--- src/rtl/game_timer.sv ---
// Countdown timer with prescaled tick qualification, pause, one-shot/periodic
// modes and a registered one-cycle expiry pulse.
module game_timer #(
  parameter int               WIDTH    = 7,
  parameter logic [WIDTH-1:0] INIT_VAL = {WIDTH{1'b1}},
  parameter int               PRESCALE = 1
) (
  input  logic             clk,
  input  logic             reset,
  input  logic             timer_start,
  input  logic             timer_tick,
  input  logic             pause,
  input  logic             auto_reload,
  input  logic [WIDTH-1:0] load_val,
  output logic [WIDTH-1:0] count,
  output logic             timer_up,
  output logic             timer_done
);

  typedef enum logic {RUN = 1'b0, EXPIRED = 1'b1} state_t;

  localparam int               PW        = (PRESCALE > 1) ? $clog2(PRESCALE) : 1;
  localparam logic [PW-1:0]    PRESC_MAX = PW'(PRESCALE - 1);
  localparam logic [WIDTH-1:0] ONE       = WIDTH'(1);

  state_t           r_state,  w_state_nxt;
  logic [WIDTH-1:0] r_count,  w_count_nxt;
  logic [WIDTH-1:0] r_reload, w_reload_nxt;
  logic [PW-1:0]    r_presc,  w_presc_nxt;
  logic             r_done,   w_done_nxt;
  logic             w_qtick;
  logic             w_dec;

  // State register
  always_ff @(posedge clk) begin
    if (reset) begin
      r_state  <= RUN;
      r_count  <= INIT_VAL;
      r_reload <= INIT_VAL;
      r_presc  <= '0;
      r_done   <= 1'b0;
    end else begin
      r_state  <= w_state_nxt;
      r_count  <= w_count_nxt;
      r_reload <= w_reload_nxt;
      r_presc  <= w_presc_nxt;
      r_done   <= w_done_nxt;
    end
  end

  // Next-state logic; timer_start outranks ticks, pause and expiry
  always_comb begin
    w_state_nxt  = r_state;
    w_count_nxt  = r_count;
    w_reload_nxt = r_reload;
    w_presc_nxt  = r_presc;
    w_done_nxt   = 1'b0;
    w_qtick      = timer_tick & ~pause & (r_state == RUN);
    w_dec        = w_qtick & (r_presc == PRESC_MAX);

    if (timer_start) begin
      w_reload_nxt = load_val;
      w_count_nxt  = load_val;
      w_presc_nxt  = '0;
      w_state_nxt  = (load_val == '0) ? EXPIRED : RUN;
    end else if (w_qtick) begin
      w_presc_nxt = w_dec ? '0 : r_presc + PW'(1);
      if (w_dec) begin
        if (r_count > ONE) begin
          w_count_nxt = r_count - ONE;
        end else if (r_count == ONE) begin
          w_done_nxt = 1'b1;
          if (auto_reload && (r_reload != '0)) begin
            w_count_nxt = r_reload;
          end else begin
            w_count_nxt = '0;
            w_state_nxt = EXPIRED;
          end
        end else begin
          // Running at zero (only reachable with INIT_VAL == 0): park silently
          w_state_nxt = EXPIRED;
        end
      end
    end
  end

  // Outputs
  always_comb begin
    count      = r_count;
    timer_up   = (r_count == '0);
    timer_done = r_done;
  end

endmodule

--- config.mk ---
export PLATFORM = sky130hd
export DESIGN_NAME = game_timer
export DESIGN_NICKNAME = d
export VERILOG_FILES = /design/src/rtl/game_timer.sv
export SDC_FILE = /design/constraint.sdc
export NUM_CORES = 1
export LEC_CHECK = 0
export CAP_MARGIN = 40
export CORE_AREA = 2 2 49 51
export DETAILED_ROUTE_END_ITERATION = 6
export DIE_AREA = 0 0 51 53
export PLACE_DENSITY = 0.79
export SKIP_LAST_GASP = 1
export SYNTH_ARGS = -nofsm -noshare
export SYNTH_HDL_FRONTEND = slang
export SYNTH_SLANG_ARGS = --single-unit
--- constraint.sdc ---
create_clock -name clk -period 6.5 [get_ports clk]
set_clock_uncertainty 0.2 [all_clocks]
set_input_delay 1.625 -clock clk [delete_from_list [all_inputs] [get_ports clk]]
set_output_delay 1.625 -clock clk [all_outputs]
set_load 0.05 [all_outputs]
==> qor.yml, run 1 <==
die:
  die_area_sq_um: 2700
  dieHeight_um: 53
  rows: 17
  die_w_um: 51
  pin_count: 22
  core_sq_um: 2150
  initial_utilization: 0.511
cells_and_area:
  stdcell_count: 175
  final_util: 0.619
  fillers: 186
  drive_above_1_share: 0.0884
  diodes: 0
  final_nets: 163
  area_growth_pct: 21.0
route:
  antenna_left: 0
  via_per_inst: 6.30
  wl_per_cell_um: 15.4
  vias: 1102
  drt-initial-drc-count: 49
  dr.pass1.iters: 4
  routed_wl_um: 2690
  drcViolationCount: 0
cts:
  h-tree-depth: 1
  cts_root_buffer: "clkbuf_4"
  post_cts_buffers: 0
  cts_buffers: 3
  cts.sinks: 17
  clkTransAtPathRegs_ns: 0.10
  cts_tree: "done"
  clk_latency_ns: 0.30
  post_cts_resize_count: 0
  clock_path_buffers: 2
  cts_hold_buf: 0
placed_design:
  place.gp.congestion: 0.899
  io_buffers: 21
  pre_cts_ws_ns: 2.70
  place_inst: 171
  place_hpwl_um: 2040
synth:
  synthSimpleGateAreaFrac: 0.305
  yosysWarningCount: 0
  synthMuxAreaShare: 0.00911
  ys_seq_area_frac: 0.310
  synthAdderAreaFrac: 0.0228
  syn_inst: 132
  async_reset_ff_frac: 0
  avgSynthCellArea_sq_um: 8.32
  synth_xor_area_frac: 0.00797
  synth_ff_type: "dfxtp_1"
  ys_types: 43
  synth_edf_count: 0
  synth-seq-cells: 17
  syn_area_sq_um: 1100
  syn-num-nets: 147
  synth_top_family_by_area: "simple AND/OR/NAND/NOR gates"
  synth_compound_area_frac: 0.260
worst_hold_path:
  min_path_type: "register to register"
setup_path:
  path_class: "register to primary output"
  crit_path_top_delay_cell: "clkdlybuf4s50_1"
  critPathMaxStageDelay_ns: 0.82
  crit_chain: "or4_4, nor2_1, clkdlybuf4s50_1"
  r2r_slack_ns: 4.12
  cp_max_fo: 8
  cp-end-kind: "primary output"
  arrival_ns: 2.29
  critPathBufInv: 1
  cp-start-kind: "register"
  critPathTopFamily: "buffers and inverters"
  worstPathRequired_ns: 4.68
sta:
  worst_pin_slew_ns: 0.887
  slew_headroom: 0.407
  rsz0062_at_grt: "false"
  hold_violations: 0
  drv_slew: 0
  fmax_mhz: 243
  setup_tns_ns: 0
  final.min_clock_period_ns: 4.11
  fin_crit_sh: 0.633
  setup_slack_ns: 2.39
  final-setup-viol-count: 0
power:
  power_density_nw_per_um2: 186
  ir_drop_uv: 127
  p_leak_nw: 0.495
run_status:
  status: "complete, no violations"
run:
  max-cap-violations: 0
grt:
  grt_antenna_before_repair: 0
  grtUsageTotal: 0.224
  grt_pass1_vias: 958
  grt_max_degree: 19
  overflow: 0
  grt_first_pass_wirelength_um: 4500
-- worst reg2reg max path, cell delays in order, from the launching register on --
cell and delay [ns]:
dfxtp_1 0.55, ha_1 0.48, o21bai_1 0.29, nor3b_2 0.36
a311oi_1 0.13, o311ai_0 0.27
-- per-stage QoR --
| step | hold slack (ns) | area [sq um] | power [mW] |
|---|---|---|---|
| after floorplan | 0.238 | 1100 | 0.166 |
| after global placement | 0.258 | 1290 | 0.188 |
| after detailed placement | 0.265 | 1300 | 0.190 |
| after CTS | 0.283 | 1330 | 0.248 |
| after global routing | 0.310 | 1330 | 0.261 |
| final | 0.274 | 1330 | 0.247 |
-- final timing paths --
path,cells past startpoint,to,startpoint
setup / recovery,3,timer_up,count[4]$_SDFFE_PP1P_
hold / removal,2,r_reload[2]$_SDFFE_PP1P_,r_reload[2]$_SDFFE_PP1P_
setup reg to reg,5,count[5]$_SDFFE_PP1P_,count[0]$_SDFFE_PP1P_
hold reg to reg,2,r_reload[2]$_SDFFE_PP1P_,r_reload[2]$_SDFFE_PP1P_
-- layout by cell type, fill, tap and decap left out, types with 3 or more instances in the layout --
cell              n
a21oi_1           7
a31oi_1           6
clkbuf_4          3
clkdlybuf4s50_1  21
dfxtp_1          17
inv_1            10
nand2_1           4
nand2b_1          5
nand4_1           3
nor2_1            6
nor3_1            4
nor3b_1           3
nor4_1            4
o21ai_0           8
or3_1             4
-- synthesized netlist by cell type (all sizes together) (3+ instances only) --
library cell  count  area, sq um
a21oi             7         35.0
a31oi             6         37.5
buf               3         26.3
clkbuf            8         30.0
dfxtp            17          340
inv              10         37.5
nand2             4         15.0
nand2b            5         31.3
nand4             3         18.8
nor2              6         22.5
nor3              4         20.0
nor3b             4         35.0
nor4              4         25.0
o21ai             8         40.0
or3               4         25.0
or4               3         26.3
-- flip-flops by register name, summed over array words and instances, names as in the netlist --
| register | cells |
|---|---|
| count | 7 |
| r_state | 1 |
| r_reload | 7 |
| timer_done | 1 |
| r_presc | 1 |
-- logic make-up after synthesis --
kind of cell    Yosys count
compound gates           39
xor+xnor                  1
fa+ha+maj                 2
buf+inv                  21
flops                    17
mux                       1
simple gates             51
-- layer usage --
metal / vias to the layer above / global-route usage / share of wire
li1: 528 / - / -
met5: - / 0 / 0
met4: 0 / 0.0721 / 0.014
met2: 67 / 0.379 / 0.47
met3: 6 / 0.0339 / 0.083
met1: 501 / 0.291 / 0.43
-- power breakdown --
| part | switching (mW) | internal (mW) |
|---|---|---|
| sequential | 0.0108 | 0.111 |
| clock | 0.0347 | 0.0239 |
| combinational | 0.0378 | 0.0283 |
| total | 0.0833 | 0.163 |
-- final cells by class --
cell class              count  area, sq um  share of cell area
inverters                  10         37.5              0.0282
flip-flops and latches     17          340               0.256
clock buffers               4         26.3              0.0198
repair buffers             22          225               0.169
well taps                  28         35.0              0.0264
multi-input cells          94          664               0.500
Power figures use the tool's default switching activity.
==> inputs of run 2 (changes only) <==
--- a/config.mk
+++ b/config.mk
@@ -6,10 +6,10 @@
 export NUM_CORES = 1
 export LEC_CHECK = 0
 export CAP_MARGIN = 40
-export CORE_AREA = 2 2 49 51
+export CORE_AREA = 2 2 50 52
 export DETAILED_ROUTE_END_ITERATION = 6
-export DIE_AREA = 0 0 51 53
-export PLACE_DENSITY = 0.79
+export DIE_AREA = 0 0 52 54
+export PLACE_DENSITY = 0.76
 export SKIP_LAST_GASP = 1
 export SYNTH_ARGS = -nofsm -noshare
 export SYNTH_HDL_FRONTEND = slang
==> constraint.sdc (replaced) <==
create_clock -name clk -period 3.8 [get_ports clk]
set_clock_uncertainty 0.2 [all_clocks]
set_input_delay 0.95 -clock clk [delete_from_list [all_inputs] [get_ports clk]]
set_output_delay 0.95 -clock clk [all_outputs]
set_load 0.05 [all_outputs]
==> run 2 against run 1 <==
Clock power increased by 77%. Combinational power increased by 71%. Hold slack improved by 0.0016 ns. Non-clock buffer count increased by 1. Sequential cell count unchanged. Sequential power increased by 71%. Global-route usage decreased by 1.5 points. First-iteration DRC count decreased by 47%. Total power increased by 73%. Cell count increased by 1.7%. Critical path depth unchanged. Via count increased by 2.9%. Critical endpoint unchanged. Highest routed layer unchanged.
==> qor.yml, run 2 (synthesis gave the netlist of run 1 again) <==
run_status:
  status: "complete, no violations"
setup_path:
  r2r_slack_ns: 1.38
  arrival_ns: 2.27
  path_class: "register to primary output"
  cp_max_fo: 8
  worstPathRequired_ns: 2.65
  cp-end-kind: "primary output"
  cp-start-kind: "register"
run:
  max-cap-violations: 0
cts:
  post_cts_buffers: 0
  cts_buffers: 3
  clkTransAtPathRegs_ns: 0.12
  cts_hold_buf: 0
  cts_root_buffer: "clkbuf_4"
  clk_latency_ns: 0.30
  h-tree-depth: 1
  clock_path_buffers: 2
  post_cts_resize_count: 0
  cts_tree: "done"
  cts.sinks: 17
sta:
  setup_slack_ns: 0.382
  final.min_clock_period_ns: 3.42
  slew_headroom: 0.548
  rsz0062_at_grt: "false"
  final-setup-viol-count: 0
  fmax_mhz: 293
  hold_violations: 0
  fin_crit_sh: 0.900
  setup_tns_ns: 0
  drv_slew: 0
  worst_pin_slew_ns: 0.672
grt:
  grt_first_pass_wirelength_um: 4400
  grtUsageTotal: 0.209
  grt_max_degree: 27
  grt_antenna_before_repair: 0
  grt_pass1_vias: 953
  overflow: 0
power:
  power_density_nw_per_um2: 320
  p_leak_nw: 0.500
  ir_drop_uv: 233
die:
  rows: 18
  die_w_um: 52
  pin_count: 22
  core_sq_um: 2320
  dieHeight_um: 54
  initial_utilization: 0.474
  die_area_sq_um: 2810
route:
  drt-initial-drc-count: 26
  drcViolationCount: 0
  wl_per_cell_um: 15.7
  vias: 1134
  routed_wl_um: 2790
  via_per_inst: 6.37
  antenna_left: 0
  dr.pass1.iters: 4
cells_and_area:
  final_cell_mix: "clkdlybuf4s50_1, dfxtp_1, inv_1, o21ai_0, a21oi_1"
  diodes: 0
  final_nets: 164
  final_common_cell: "clkdlybuf4s50_1"
  area_growth_pct: 21.3
  drive_above_1_share: 0.101
  final_util: 0.574
  fillers: 225
placed_design:
  place_hpwl_um: 2050
  place.gp.congestion: 0.946
  io_buffers: 21
  pre_cts_ws_ns: 0.716
worst_hold_path:
  min_path_type: "register to register"
[run 2: cell count changes in the layout (fill, tap and decap cells not counted), sizes merged]
| cell | previous run | this run |
|---|---|---|
| buf | 1 | 2 |
| clkinv | 0 | 1 |
| clkbuf | 4 | 3 |
[run 2: worst max-delay path, stage by stage (launching register included)]
cell,delay [ns]
dfxtp_1,0.41
or4_4,0.63
nor2_1,0.13
clkdlybuf4s50_1,0.80
[run 2: power breakdown]
| group | internal, mW | switching, mW |
|---|---|---|
| registers | 0.190 | 0.0190 |
| clock network | 0.0392 | 0.0653 |
| logic | 0.0483 | 0.0651 |
[run 2: final cells by class]
| type | count | area [sq um] | area share |
|---|---|---|---|
| Clock buffer | 3 | 22.5 | 0.0169 |
| Clock inverter | 1 | 5.00 | 0.00376 |
| Sequential cell | 17 | 340 | 0.255 |
| Timing Repair Buffer | 23 | 225 | 0.169 |
| Tap cell | 30 | 37.5 | 0.0282 |
| Multi-Input combinational cell | 94 | 664 | 0.499 |
| Inverter | 10 | 37.5 | 0.0282 |
[run 2: worst paths after layout]
| path | startpoint | end | depth (start not counted) |
|---|---|---|---|
| worst max register to register | count[0]$_SDFFE_PP1P_ | count[5]$_SDFFE_PP1P_ | 5 |
| worst min-delay path | r_presc$_SDFFE_PP0P_ | r_presc$_SDFFE_PP0P_ | 1 |
| worst min register to register | r_presc$_SDFFE_PP0P_ | r_presc$_SDFFE_PP0P_ | 1 |
| worst max-delay path | count[4]$_SDFFE_PP1P_ | timer_up | 3 |
[run 2: routing by layer]
layer,GRT usage,up-vias,wire [um]
met1,0.281,535,1240
li1,-,537,-
met3,0.0361,6,187
met4,0.0658,0,40
met5,0,-,0
met2,0.342,56,1320
[run 2: stage by stage]
step | std cells | hold WS (ns) | instance area (sq um) | total power, mW
3_5_place_dp | 174 | 0.261 | 1310 | 0.325
3_3_place_gp | 174 | 0.254 | 1310 | 0.322
4_1_cts | 178 | 0.277 | 1330 | 0.424
6_report | 178 | 0.275 | 1330 | 0.427
5_1_grt | 178 | 0.294 | 1330 | 0.445
2_1_floorplan | 132 | 0.238 | 1100 | 0.284
